$ cat src/rtl/multiplier_sequencer.sv
// Purpose : unsigned shift-add multiplier that reuses one partial-product row.
//           The row adds one multiplier bit per cycle into an accumulator.
// Latency : start sampled in cycle 0 -> outValid in cycle Q_WIDTH+1.
// Backpr. : the product is held in HOLD until outReady. A start in CALC, or in
//           HOLD without outReady, is ignored. Back-to-back is allowed on the
//           handshake edge.
// Ports   : clock, resetN (sync, active-low)
//           start, mIn, qIn                  - operand request
//           busy, outValid, outReady, product - status and result handshake
module multiplier_sequencer #(
    parameter int M_WIDTH = 2,
    parameter int Q_WIDTH = 3
) (
    input  logic                       clock,
    input  logic                       resetN,
    input  logic                       start,
    input  logic [M_WIDTH-1:0]         mIn,
    input  logic [Q_WIDTH-1:0]         qIn,
    output logic                       busy,
    output logic                       outValid,
    input  logic                       outReady,
    output logic [M_WIDTH+Q_WIDTH-1:0] product
);

    localparam int P_WIDTH = M_WIDTH + Q_WIDTH;
    localparam int C_WIDTH = $clog2(Q_WIDTH) + 1;

    localparam logic [C_WIDTH-1:0] LAST_COUNT = C_WIDTH'(Q_WIDTH - 1);

    localparam logic [1:0] IDLE = 2'd0;
    localparam logic [1:0] CALC = 2'd1;
    localparam logic [1:0] HOLD = 2'd2;

    logic [1:0]         state;
    logic [C_WIDTH-1:0] count;
    logic [P_WIDTH-1:0] acc;
    // The multiplicand is pre-shifted and the multiplier is consumed from the
    // LSB. On each CALC edge, m_sh equals m << count and q_sh[0] equals
    // q[count]. This avoids a variable shifter and a variable bit-select.
    logic [P_WIDTH-1:0] m_sh;
    logic [Q_WIDTH-1:0] q_sh;
    logic [P_WIDTH-1:0] row;

    // The shared partial-product row: an AND-gate row feeding the adder.
    assign row = q_sh[0] ? m_sh : '0;

    always_ff @(posedge clock) begin
        if (!resetN) begin
            state <= IDLE;
            count <= '0;
            acc   <= '0;
            m_sh  <= '0;
            q_sh  <= '0;
        end else begin
            case (state)
                IDLE: begin
                    if (start) begin
                        m_sh  <= P_WIDTH'(mIn);
                        q_sh  <= qIn;
                        acc   <= '0;
                        count <= '0;
                        state <= CALC;
                    end
                end
                CALC: begin
                    acc   <= acc + row;
                    m_sh  <= m_sh << 1;
                    q_sh  <= q_sh >> 1;
                    count <= count + C_WIDTH'(1);
                    if (count == LAST_COUNT) begin
                        state <= HOLD;
                    end
                end
                HOLD: begin
                    if (outReady) begin
                        if (start) begin
                            // Back-to-back: the handshake edge also accepts
                            // the next operand pair.
                            m_sh  <= P_WIDTH'(mIn);
                            q_sh  <= qIn;
                            acc   <= '0;
                            count <= '0;
                            state <= CALC;
                        end else begin
                            state <= IDLE;
                        end
                    end
                end
                default: state <= IDLE;
            endcase
        end
    end

    // The outputs decode only flops, so no input reaches an output in the
    // same cycle.
    assign busy     = (state == CALC) || (state == HOLD);
    assign outValid = (state == HOLD);
    assign product  = acc;

endmodule

$ cat config.mk
export PLATFORM = sky130hd
export DESIGN_NAME = multiplier_sequencer
export DESIGN_NICKNAME = d
export VERILOG_FILES = /design/src/rtl/multiplier_sequencer.sv
export SDC_FILE = /design/constraint.sdc
export NUM_CORES = 1
export LEC_CHECK = 0
export BUFFER_PORTS_ARGS = -buffer_cell sky130_fd_sc_hd__buf_2
export CAP_MARGIN = 20
export CORE_MARGIN = 2
export CORE_UTILIZATION = 49
export CTS_CLUSTER_DIAMETER = 60
export DETAILED_ROUTE_END_ITERATION = 12
export PLACE_DENSITY = 0.75
export SLEW_MARGIN = 10
export SYNTH_ARGS = -nofsm -noshare
export SYNTH_HDL_FRONTEND = slang
export SYNTH_SLANG_ARGS = --single-unit
$ cat constraint.sdc
create_clock -name clock -period 1.9 [get_ports clock]
set_input_delay 0.095 -clock clock [delete_from_list [all_inputs] [get_ports clock]]
set_output_delay 0.095 -clock clock [all_outputs]
set_load 0.02 [all_outputs]
=== Word level (Yosys, flattened, before mapping) ===
Cells that the tools add are included.

* Flip-flop bits (word level): 18
* Bits of input ports: 9
* Word-level logic and storage cells: 36

* Add/sub/neg operators: 2
* Eq/ne operators: 6
* Muxes and demuxes: 18
* Reductions and logical operators: 5

{| class="wikitable"
|+ Operators by type and width
! kind !! number
|-
| 5-bit case mux with 3 select lines || 2
|-
| 5-bit two-way mux || 5
|-
| 3-bit case mux with 3 select lines || 2
|-
| 3-bit two-way mux || 4
|-
| 2-bit two-way mux || 3
|-
| 2-bit case mux with 3 select lines || 1
|-
| 5-bit adder || 1
|-
| 2-bit != test (second input constant) || 2
|-
| 3-bit by 1-bit adder with 3-bit output (second input constant) || 1
|-
| 3-bit by 2-bit == test with 1-bit output (second input constant) || 1
|-
| 3-bit AND reduction || 1
|-
| 3-bit nonzero test || 1
|-
| 2-bit by 1-bit == test with 1-bit output (second input constant) || 1
|-
| 2-bit == test (second input constant) || 1
|-
| 2-bit zero test || 1
|-
| 2-bit by 1-bit != test with 1-bit output (second input constant) || 1
|-
| 2-bit AND reduction || 1
|-
| 1-bit logical OR || 1
|-
| 1-bit two-way mux || 1
|}

=== Logic depth before layout (Yosys ltp) ===
* Word-level depth: 3
* Mapped depth: 9
* Mapped depth without buffers: 9

=== Least setup slack after synthesis ===
OpenSTA, ideal clock, no wires.

* Path type: register to register
* Start point: register acc[0], in the netlist product[0]
* End point: register acc[4], in the netlist product[4]
* Setup time: 0.075 ns
* Data arrival time: 1.873 ns
* Path slack: -0.048 ns
* Stages on the path, launching flop included: 9
* Cells stage by stage: dfxtp_1 > ha_1 > inv_1 > fa_1 > nand2b_1 > a21oi_1 > xor2_1 > or3_1 > a31oi_1

* Longest elaborated chain between the ends: 2

{| class="wikitable"
|+ Ends and longest elaborated chain
! element !! line !! source
|-
| start: declaration || 36 || <nowiki>logic [P_WIDTH-1:0] acc;</nowiki>
|-
| start signal: assignment || 66 || <nowiki>acc <= acc + row;</nowiki>
|-
| 5-bit adder || 66 ||
|-
| 5-bit case mux with 3 select lines || 55 || <nowiki>case (state)</nowiki>
|}

Every way passes these cells.
A chain may end at the register's enable or synchronous reset.

=== Worst setup path in the final report ===
* Start point: register q_sh[0]
* End point: register acc[4], in the netlist product[4]

* Longest elaborated chain between the ends: 3

{| class="wikitable"
|+ Ends and longest elaborated chain
! element !! line !! source
|-
| start: declaration || 41 || <nowiki>logic [Q_WIDTH-1:0] q_sh;</nowiki>
|-
| start signal: assignment || 59 || <nowiki>q_sh <= qIn;</nowiki>
|-
| start signal: assignment || 68 || <nowiki>q_sh <= q_sh >> 1;</nowiki>
|-
| start signal: assignment || 80 || <nowiki>q_sh <= qIn;</nowiki>
|-
| 5-bit two-way mux || 45 || <nowiki>assign row = q_sh[0] ? m_sh : '0;</nowiki>
|-
| 5-bit adder || 66 ||
|-
| 5-bit case mux with 3 select lines || 55 ||
|}

Every way passes these cells.

==> results.toml <==
[run_status]
status = "finished with violations"
violations = "negative setup slack"

[placed_design]
dp_cells = 164
hpwlAfterDp_microns = 1430
place.gp.congestion = 0.806
pre_cts_ws_ns = -0.0827
io_buffers = 15

[finish]
syn_to_final_growth_pct = 18.7
finalNonFillerCells = 168
final_util_pct = 62.1
nNetsFinal = 163
antenna_cells = 0
fillCellCount = 178
drive_gt1_share_pct = 25.5
layout_common_cells = "15 x dfxtp_1, 15 x buf_2, 14 x nand2_1, 14 x a21oi_1, 11 x nor2_1"

[worst_setup_path]
cp.required_ns = 2.11
critPathKind = "reg -> reg"
rrSetupSlack_ns = -0.01
start_kind = "flip-flop"
r2r.worst_path.cells = 9
path_max_fanout = 2
timing.rr.end = "product[4]"
crit_path_end_kind = "flip-flop"
rr_startpoint = "q_sh[0]"
cp_data_arrival_time_ns = 2.12

[route]
via_per_inst = 5.27
drt-pass1-iter-count = 5
remaining_drc_errors = 0
dr_total_vias = 886
drtIter0Drc = 14
routed_wl_microns = 2000
antenna_left = 0
drt-wirelength-per-cell_microns = 11.9

[min_path]
hold_class = "in -> reg"
min_from = "resetN"
worstHoldEndpoint = "product[3]"
hold_depth = 3

[cts]
cts-root-buf = "clkbuf_4"
post_cts_buffers = 0
clk_pin_slew_worst_paths_ns = 0.11
clock_path_buffers = 2
cts_tree = "built"
insertion_delay_ns = 0.29
clock_sinks = 18
ctsHtreeMaxLevel = 1
cts_inserted_buffers = 3
hold_buffers = 0

[global_routing]
grt_antenna_before_repair = 0
first_global_vias = 872
grt_pass1_wl_microns = 3640
grt_max_degree = 19
grt.overflow.total = 0
grt_util_all_layers_pct = 18.4

[timing]
fmax_ghz = 0.523
hold_viol_final = 0
setup_viol = 1
drv_slew = 0
relSlewSlack_pct = 62.4
rsz0062_at_grt = "yes"
tightest_slew_ns = 0.561
min_period_ns = 1.91
fin_skew_ns = 0.00789
setup_tns_ns = -0.0119
setup_ws_ns = -0.0119
min_period_over_period_pct = 101

[synthesis]
synth_top_family_by_area = "simple AND/OR/NAND/NOR gates"
ys_warn_count = 0
synth.distinct_cells = 31
netlist_instances = 122
synth-xor-area-share_pct = 1.69
syn_area_sq_um = 1040
synth_ff_type = "dfxtp_1"
synth-simple-area-share_pct = 23.4
synth_compound_area_share_pct = 15.6
syn-num-nets = 143
avgSynthCellArea_sq_um = 8.50
synth-edff-count = 0
ys_seq_area_share_pct = 34.7
muxShareOfSynthArea_pct = 3.98
synth_adder_area_share_pct = 15.2
synth_seq_cells = 18
async_flop_share_pct = 0

[floorplan]
die_w_microns = 50.0
rows = 16
fp.dieH_microns = 50.0
core_sq_um = 1980
initial_utilization_pct = 52.3
die_area_sq_um = 2500
io_pins = 16

[power_and_ir_drop]
p_per_area_nw_per_um2 = 1050
irDropWorstVdd_uv = 620
leakage_uw = 0.000539

[job]
maxCapViolCount = 0
-- worst max-delay path by stage --
stage | slack (ns) | startpoint | endpoint
2_1_floorplan | 0.01 | q_sh[0] | product[4]
3_3_place_gp | 0.007 | q_sh[0] | product[4]
3_5_place_dp | -0.08 | q_sh[0] | product[4]
4_1_cts | -0.03 | q_sh[0] | product[4]
5_1_grt | -0.12 | m_sh[0] | product[4]
6_report | -0.01 | q_sh[0] | product[4]
-- synthesized netlist by cell type (4+ instances only) --
library cell | number | area, sq um
a21oi_1 | 15 | 75.1
inv_1 | 8 | 30.0
dfxtp_1 | 18 | 360
nand3_1 | 6 | 30.0
nor2_1 | 11 | 41.3
nand3b_1 | 4 | 30.0
nand2_1 | 14 | 52.6
ha_1 | 11 | 138
-- power by group --
| part | total [uW] | internal, uW | switching (uW) |
|---|---|---|---|
| combinational | 586 | 240 | 347 |
| sequential | 479 | 437 | 41.8 |
| clock | 233 | 117 | 116 |
| total | 1300 | 793 | 505 |
-- cell families after synthesis --
family	after synthesis
muxes	4
buffers and inverters	14
DFF	18
xor gates and xnor gates	2
AOI/OAI and AO/OA	24
and+or+nand+nor	48
adders and majority gates	12
-- worst max-delay path, stage by stage, from the launching register on --
cell and delay, ns:
dfxtp_2 0.34, and2_1 0.12, ha_2 0.17, inv_1 0.05, fa_2 0.34, nand2b_4 0.16
a21oi_4 0.12, xor2_1 0.09, or3_1 0.31, a31oi_1 0.14
-- per-layer routing --
layer	up-vias	global-route usage [%]	routed length, microns
li1	455	-	-
met3	2	3.64	72
met1	415	23.4	950
met4	0	5.56	10
met2	14	31.1	963
met5	-	0	0
-- area by class of cell --
| type | instances | area (sq um) | area share, % |
|---|---|---|---|
| repair buffers | 20 | 113 | 9.15 |
| well taps | 27 | 33.8 | 2.74 |
| flip-flops and latches | 18 | 364 | 29.6 |
| multi-input cells | 90 | 651 | 52.8 |
| inverters | 9 | 33.8 | 2.74 |
| clock buffers | 4 | 36.3 | 2.95 |
-- through the flow --
step	hold slack [ns]	power [uW]	instance area [sq um]
2_1_floorplan	0.234	924	1040
3_3_place_gp	0.350	1050	1170
3_5_place_dp	0.357	1060	1170
4_1_cts	0.0497	1310	1220
5_1_grt	0.0517	1410	1230
6_report	0.0515	1300	1230
-- state kept, by name, indices dropped and copies added, names as in the netlist --
register,flops
product,5
m_sh,5
count,3
q_sh,3
state,2
-- what timing repair did --
action	in CTS	in global routing
resized for setup	3	3
setup endpoints to repair	2	1
pin swaps	1	1
endpoints found under the hold margin	0	0
No activity file was read; power rests on OpenSTA's default activity.
